File: config.mk
export PLATFORM = sky130hd
export DESIGN_NAME = i2s_tx_sched
export DESIGN_NICKNAME = d
export VERILOG_FILES = /design/src/rtl/i2s_pkg.sv /design/src/rtl/i2s_frame_fifo.sv /design/src/rtl/i2s_tx_sched.sv
export SDC_FILE = /design/constraint.sdc
export NUM_CORES = 1
export LEC_CHECK = 0
export ABC_AREA = 1
export BUFFER_PORTS_ARGS = -buffer_cell sky130_fd_sc_hd__buf_2
export CAP_MARGIN = 25
export CORE_ASPECT_RATIO = 1.1
export CORE_MARGIN = 2
export CORE_UTILIZATION = 45
export CTS_CLUSTER_DIAMETER = 60
export DETAILED_ROUTE_END_ITERATION = 10
export PLACE_DENSITY = 0.61
export SYNTH_ARGS = -nofsm -noshare
export SYNTH_HDL_FRONTEND = slang
export SYNTH_SLANG_ARGS = --single-unit
File: constraint.sdc
create_clock -name CLK -period 5.5 [get_ports CLK]
set_clock_uncertainty 0.1 [all_clocks]
set_input_delay 1.65 -clock CLK [delete_from_list [all_inputs] [get_ports CLK]]
set_output_delay 1.65 -clock CLK [all_outputs]
set_load 0.005 [all_outputs]
File: src/rtl/i2s_pkg.sv
// Shared constants for the I2S transmit scheduler: frame width, default sizing, FSM encoding.
package i2s_pkg;

    localparam int I2S_FRAME_W     = 32;
    localparam int DEF_DEPTH       = 4;
    localparam int DEF_START_LEVEL = 2;

    typedef enum logic [1:0] {
        ST_IDLE  = 2'd0,
        ST_PRIME = 2'd1,
        ST_RUN   = 2'd2,
        ST_STOP  = 2'd3
    } state_t;

endpackage

File: src/rtl/i2s_frame_fifo.sv
// Synchronous first-word-fall-through frame FIFO; pointers carry one extra wrap bit.
module i2s_frame_fifo
    import i2s_pkg::*;
#(
    parameter int DEPTH = DEF_DEPTH,
    parameter int W     = I2S_FRAME_W,
    localparam int AW   = $clog2(DEPTH)
) (
    input  logic          CLK,
    input  logic          reset,
    input  logic          push,
    input  logic          pop,
    input  logic [W-1:0]  din,
    output logic [W-1:0]  dout,
    output logic [AW:0]   level,
    output logic          full,
    output logic          empty
);

    logic [W-1:0] mem [DEPTH];
    logic [AW:0]  wptr, rptr;
    logic         do_push, do_pop;

    assign do_push = push & ~full;
    assign do_pop  = pop & ~empty;

    always_ff @(posedge CLK) begin
        if (!reset) begin
            wptr <= '0;
            rptr <= '0;
        end else begin
            if (do_push) wptr <= wptr + 1'b1;
            if (do_pop)  rptr <= rptr + 1'b1;
        end
    end

    always_ff @(posedge CLK) begin
        if (reset && do_push) mem[wptr[AW-1:0]] <= din;
    end

    assign dout  = mem[rptr[AW-1:0]];
    assign empty = (wptr == rptr);
    assign full  = (wptr[AW] != rptr[AW]) && (wptr[AW-1:0] == rptr[AW-1:0]);
    assign level = wptr - rptr;

endmodule

File: src/rtl/i2s_tx_sched.sv
// Two-source round-robin frame scheduler feeding an I2S transmitter, paced by synchronised WSelect.
// Optional underrun counter output enabled by defining I2S_TX_SCHED_UNDERRUN_CNT_EN.
module i2s_tx_sched
    import i2s_pkg::*;
#(
    parameter int DEPTH       = DEF_DEPTH,
    parameter int START_LEVEL = DEF_START_LEVEL,
    localparam int LW         = $clog2(DEPTH) + 1
) (
    input  logic                   CLK,
    input  logic                   reset,
    input  logic                   run_en,
    input  logic [I2S_FRAME_W-1:0] s0_data,
    input  logic                   s0_valid,
    output logic                   s0_ready,
    input  logic [I2S_FRAME_W-1:0] s1_data,
    input  logic                   s1_valid,
    output logic                   s1_ready,
    input  logic                   tx_ws,
    output logic [I2S_FRAME_W-1:0] tx_data,
    output logic                   tx_enable,
    output logic                   underrun,
    output logic [LW-1:0]          fifo_level,
`ifdef I2S_TX_SCHED_UNDERRUN_CNT_EN
    output logic [15:0]            underrun_cnt,
`endif
    output logic [1:0]             state
);

    localparam logic [LW-1:0] START_LV = LW'(START_LEVEL);

    state_t                   cur, nxt;
    logic                     ws_s1, ws_s2, ws_rise;
    logic                     rr_ptr, can_push, push, pop, full, empty;
    logic [I2S_FRAME_W-1:0]   din, dout;
    logic                     ld_head, ld_zero, uflow, en_nx;

    // tx_ws is asynchronous: two-flop synchroniser, rise seen 2-3 CLK late
    always_ff @(posedge CLK) begin
        if (!reset) begin
            ws_s1 <= 1'b0;
            ws_s2 <= 1'b0;
        end else begin
            ws_s1 <= tx_ws;
            ws_s2 <= ws_s1;
        end
    end
    assign ws_rise = ws_s1 & ~ws_s2;

    // rr_ptr names the source that wins a tie
    assign can_push = reset & ~full;
    assign s0_ready = can_push & s0_valid & (~s1_valid | ~rr_ptr);
    assign s1_ready = can_push & s1_valid & (~s0_valid |  rr_ptr);
    assign push     = s0_ready | s1_ready;
    assign din      = s1_ready ? s1_data : s0_data;

    always_ff @(posedge CLK) begin
        if (!reset)        rr_ptr <= 1'b0;
        else if (s0_ready) rr_ptr <= 1'b1;
        else if (s1_ready) rr_ptr <= 1'b0;
    end

    i2s_frame_fifo #(.DEPTH(DEPTH), .W(I2S_FRAME_W)) u_fifo (
        .CLK   (CLK),
        .reset (reset),
        .push  (push),
        .pop   (pop),
        .din   (din),
        .dout  (dout),
        .level (fifo_level),
        .full  (full),
        .empty (empty)
    );

    always_ff @(posedge CLK) begin
        if (!reset) cur <= ST_IDLE;
        else        cur <= nxt;
    end

    always_comb begin
        nxt     = cur;
        pop     = 1'b0;
        ld_head = 1'b0;
        ld_zero = 1'b0;
        uflow   = 1'b0;
        en_nx   = tx_enable;
        case (cur)
            ST_IDLE: begin
                en_nx = 1'b0;
                if (run_en) nxt = ST_PRIME;
            end
            ST_PRIME: begin
                en_nx = 1'b0;
                if (!run_en) begin
                    nxt = ST_IDLE;
                end else if (fifo_level >= START_LV) begin
                    pop     = 1'b1;
                    ld_head = 1'b1;
                    en_nx   = 1'b1;
                    nxt     = ST_RUN;
                end
            end
            ST_RUN: begin
                en_nx = 1'b1;
                if (ws_rise) begin
                    if (empty) begin
                        ld_zero = 1'b1;
                        uflow   = 1'b1;
                    end else begin
                        pop     = 1'b1;
                        ld_head = 1'b1;
                    end
                end
                if (!run_en) nxt = ST_STOP;
            end
            ST_STOP: begin
                // finish the frame in flight, then go quiet
                if (ws_rise) begin
                    en_nx   = 1'b0;
                    ld_zero = 1'b1;
                    nxt     = ST_IDLE;
                end
            end
            default: nxt = ST_IDLE;
        endcase
    end

    always_ff @(posedge CLK) begin
        if (!reset) begin
            tx_data   <= '0;
            tx_enable <= 1'b0;
            underrun  <= 1'b0;
        end else begin
            tx_enable <= en_nx;
            underrun  <= uflow;
            if (ld_head)      tx_data <= dout;
            else if (ld_zero) tx_data <= '0;
        end
    end

`ifdef I2S_TX_SCHED_UNDERRUN_CNT_EN
    always_ff @(posedge CLK) begin
        if (!reset)                                underrun_cnt <= '0;
        else if (cur == ST_IDLE && nxt == ST_PRIME) underrun_cnt <= '0;
        else if (uflow && underrun_cnt != 16'hFFFF) underrun_cnt <= underrun_cnt + 16'd1;
    end
`endif

    assign state = cur;

endmodule

==> impl_metrics.py <==
metrics = {
    "power": {
        "p_leak_nw": 3.45,
        "irDropWorstVdd_uv": 228,
        "power.total_mw": 2.95,
        "p_per_area_nw_per_um2": 333,
    },
    "critical_path": {
        "cp-startpoint": "s0_valid",
        "path_max_fanout": 2,
        "cp.arrival_ns": 2.38,
        "crit_path_start_kind": "input pin",
        "path_buf_inv": 3,
        "worstPathCellList": "buf_2 > a21boi_1 > nand3_2 > inv_2 > buf_2",
        "end_kind": "primary output",
        "cp_top_family": "buffers and inverters",
        "crit_slowest_cell": "a21boi_1",
        "timing.rr.start": "u_fifo.wptr[0]",
        "crit_top_cell": "buf_2",
        "worstSetupPathType": "in -> out",
        "max_stage_delay_ns": 0.21,
        "worstPathRequired_ns": 3.75,
    },
    "clock_network": {
        "cts_tree": "done",
        "cts_buffers": 17,
        "cts_num_sinks": 175,
        "ctsHoldBuffers": 0,
        "max-clock-path-buffers": 2,
        "h-tree-depth": 4,
        "postCtsSetupBuffers": 0,
        "clock_latency_ns": 0.43,
        "cts.clk_slew.worst_paths_ns": 0.06,
        "cts-root-buf": "clkbuf_16",
        "postCtsResizedCells": 0,
    },
    "logic_synthesis": {
        "synth_area_um2": 7550,
        "synth_cells": 717,
        "synth_fp_nets": 800,
        "synth_warnings": 0,
        "avgSynthCellArea_um2": 10.5,
        "netlist-cell-type-count": 29,
        "synth_seq_cells": 175,
        "yosysSeqAreaShare": 0.634,
    },
    "floorplan": {
        "initial_core_util": 0.461,
        "coreArea_um2": 16400,
        "row_count": 49,
        "die_y_um": 140,
        "die_w_um": 127,
        "die_area_um2": 17800,
        "boundaryPins": 111,
    },
    "cells_and_area": {
        "fin_area_um2": 8850,
        "post_route_cells_drive_above_1_share": 0.234,
        "nFillCells": 1441,
        "diodes": 0,
        "fin_nets": 895,
        "fin_util": 0.541,
        "instances_no_fill": 1028,
        "mostFrequentLayoutCells": "128 x edfxtp_1, 117 x nand2_1, 112 x nor2_1",
        "layout_commonest_cell": "edfxtp_1",
        "seq_area_um2": 4790,
        "multi_input_area_um2": 2440,
        "area_growth_syn_to_layout_pct": 17.3,
    },
    "sta": {
        "fin_hold_ws_ns": 0.333,
        "timing.fmax_mhz": 242,
        "setup_viol": 0,
        "rsz0062_at_grt": "false",
        "tns_ns": 0,
        "fin_crit_sh": 0.752,
        "final.min_clock_period_ns": 4.13,
        "finalMaxSlewViolations": 0,
        "max_slew_margin": 0.327,
        "finalHoldViolations": 0,
        "tightest_slew_ns": 1.01,
        "setup_slack_ns": 1.37,
    },
    "place": {
        "dp_cells": 992,
        "port-buffer-count": 110,
        "pre_cts_ws_ns": 1.34,
        "dpl.hpwl_mm": 10.0,
        "dpl_cell_area_um2": 8180,
        "gp_congestion": 0.749,
    },
    "hold_path": {
        "hp-start": "ws_s1",
        "hold_class": "reg -> reg",
    },
    "global_routing": {
        "grt_pass1_vias": 5081,
        "grt_overflow_total": 0,
        "track_usage": 0.186,
        "antenna_found_initial": 0,
        "grt_pass1_wl_mm": 25.7,
        "grt_start_max_net_pins": 65,
    },
    "routing": {
        "wirelength_mm": 16.2,
        "drt-pass1-iter-count": 7,
        "ant_nets": 0,
        "drt_iter0_drc": 403,
        "vias": 5331,
        "wl_per_cell_um": 15.8,
        "viasPerCell": 5.19,
        "drc": 0,
    },
    "run": {
        "maxCapViolCount": 0,
    },
    "status": {
        "status": "finished, final reports clean",
    },
}
report_power, final:
part | total, mW | switching [mW] | internal [mW]
registers | 1.50 | 0.0198 | 1.48
clock network | 1.15 | 0.464 | 0.686
logic | 0.302 | 0.211 | 0.0913
registers in the layout (all words and copies together) (netlist names), named ones only:
| name | cells |
|---|---|
| u_fifo.rptr | 3 |
| state | 1 |
| u_fifo.wptr | 3 |
| ws_s1 | 1 |
| rr_ptr | 1 |
| u_fifo.mem | 128 |
| underrun | 1 |
| tx_data | 32 |
| ws_s2 | 1 |
| tx_enable | 1 |
metal layers:
layer  vias up  global-route usage  part of all wire
met5         -                   0                 0
met4         0              0.0723             0.022
met2       152               0.318              0.51
met3        27              0.0465             0.058
met1      2504               0.227              0.41
li1       2648                   -                 -
cell type report:
type,count,area share
Sequential cell,175,0.541
Multi-Input combinational cell,470,0.275
Timing Repair Buffer,119,0.0800
Clock buffer,24,0.0533
Tap cell,204,0.0288
Inverter,29,0.0123
Clock inverter,7,0.00975
worst register-to-register path, cell delays in order (launching register included):
cell	delay [ns]
dfxtp_1	0.40
inv_1	0.11
ha_1	0.34
nand4_1	0.15
nand3_2	0.14
buf_4	0.30
nand2_1	0.18
inv_2	0.13
nor2_4	0.77
kinds of logic (layout without fill, tap and decap cells):
group           count (synthesis)  in the layout  synth area share
simple gates                  316            316             0.202
flops                         175            175             0.634
compound gates                140            140            0.0932
buf+inv                        72            179            0.0469
fa+ha+maj                      13             13            0.0225
xor+xnor                        1              1           0.00116
final timing paths:
| check | endpoint | slack, ns | cells after the start |
|---|---|---|---|
| hold / removal | ws_s2 | 0.33 | 2 |
| hold reg to reg | ws_s2 | 0.33 | 2 |
| setup reg to reg | u_fifo.mem[0][29] | 2.47 | 8 |
| setup / recovery | s1_ready | 1.37 | 5 |
cell usage after synthesis, drive strengths merged:
| library cell | number | area share |
|---|---|---|
| edfxtp | 128 | 0.51 |
| clkinv | 1 | 0.00050 |
| dfxtp | 47 | 0.12 |
| buf | 25 | 0.024 |
| nand3 | 73 | 0.072 |
| nor3 | 2 | 0.0013 |
| nor2 | 116 | 0.058 |
| xor2 | 1 | 0.0012 |
| a21boi | 1 | 0.0010 |
| o21ai | 101 | 0.067 |
| and2 | 1 | 0.00083 |
| fa | 1 | 0.0027 |
| clkbuf | 18 | 0.0090 |
| ha | 12 | 0.020 |
| a21oi | 38 | 0.025 |
| inv | 28 | 0.014 |
| nand4 | 3 | 0.0045 |
| nand2 | 121 | 0.065 |
(Power assumes the default switching activity.)
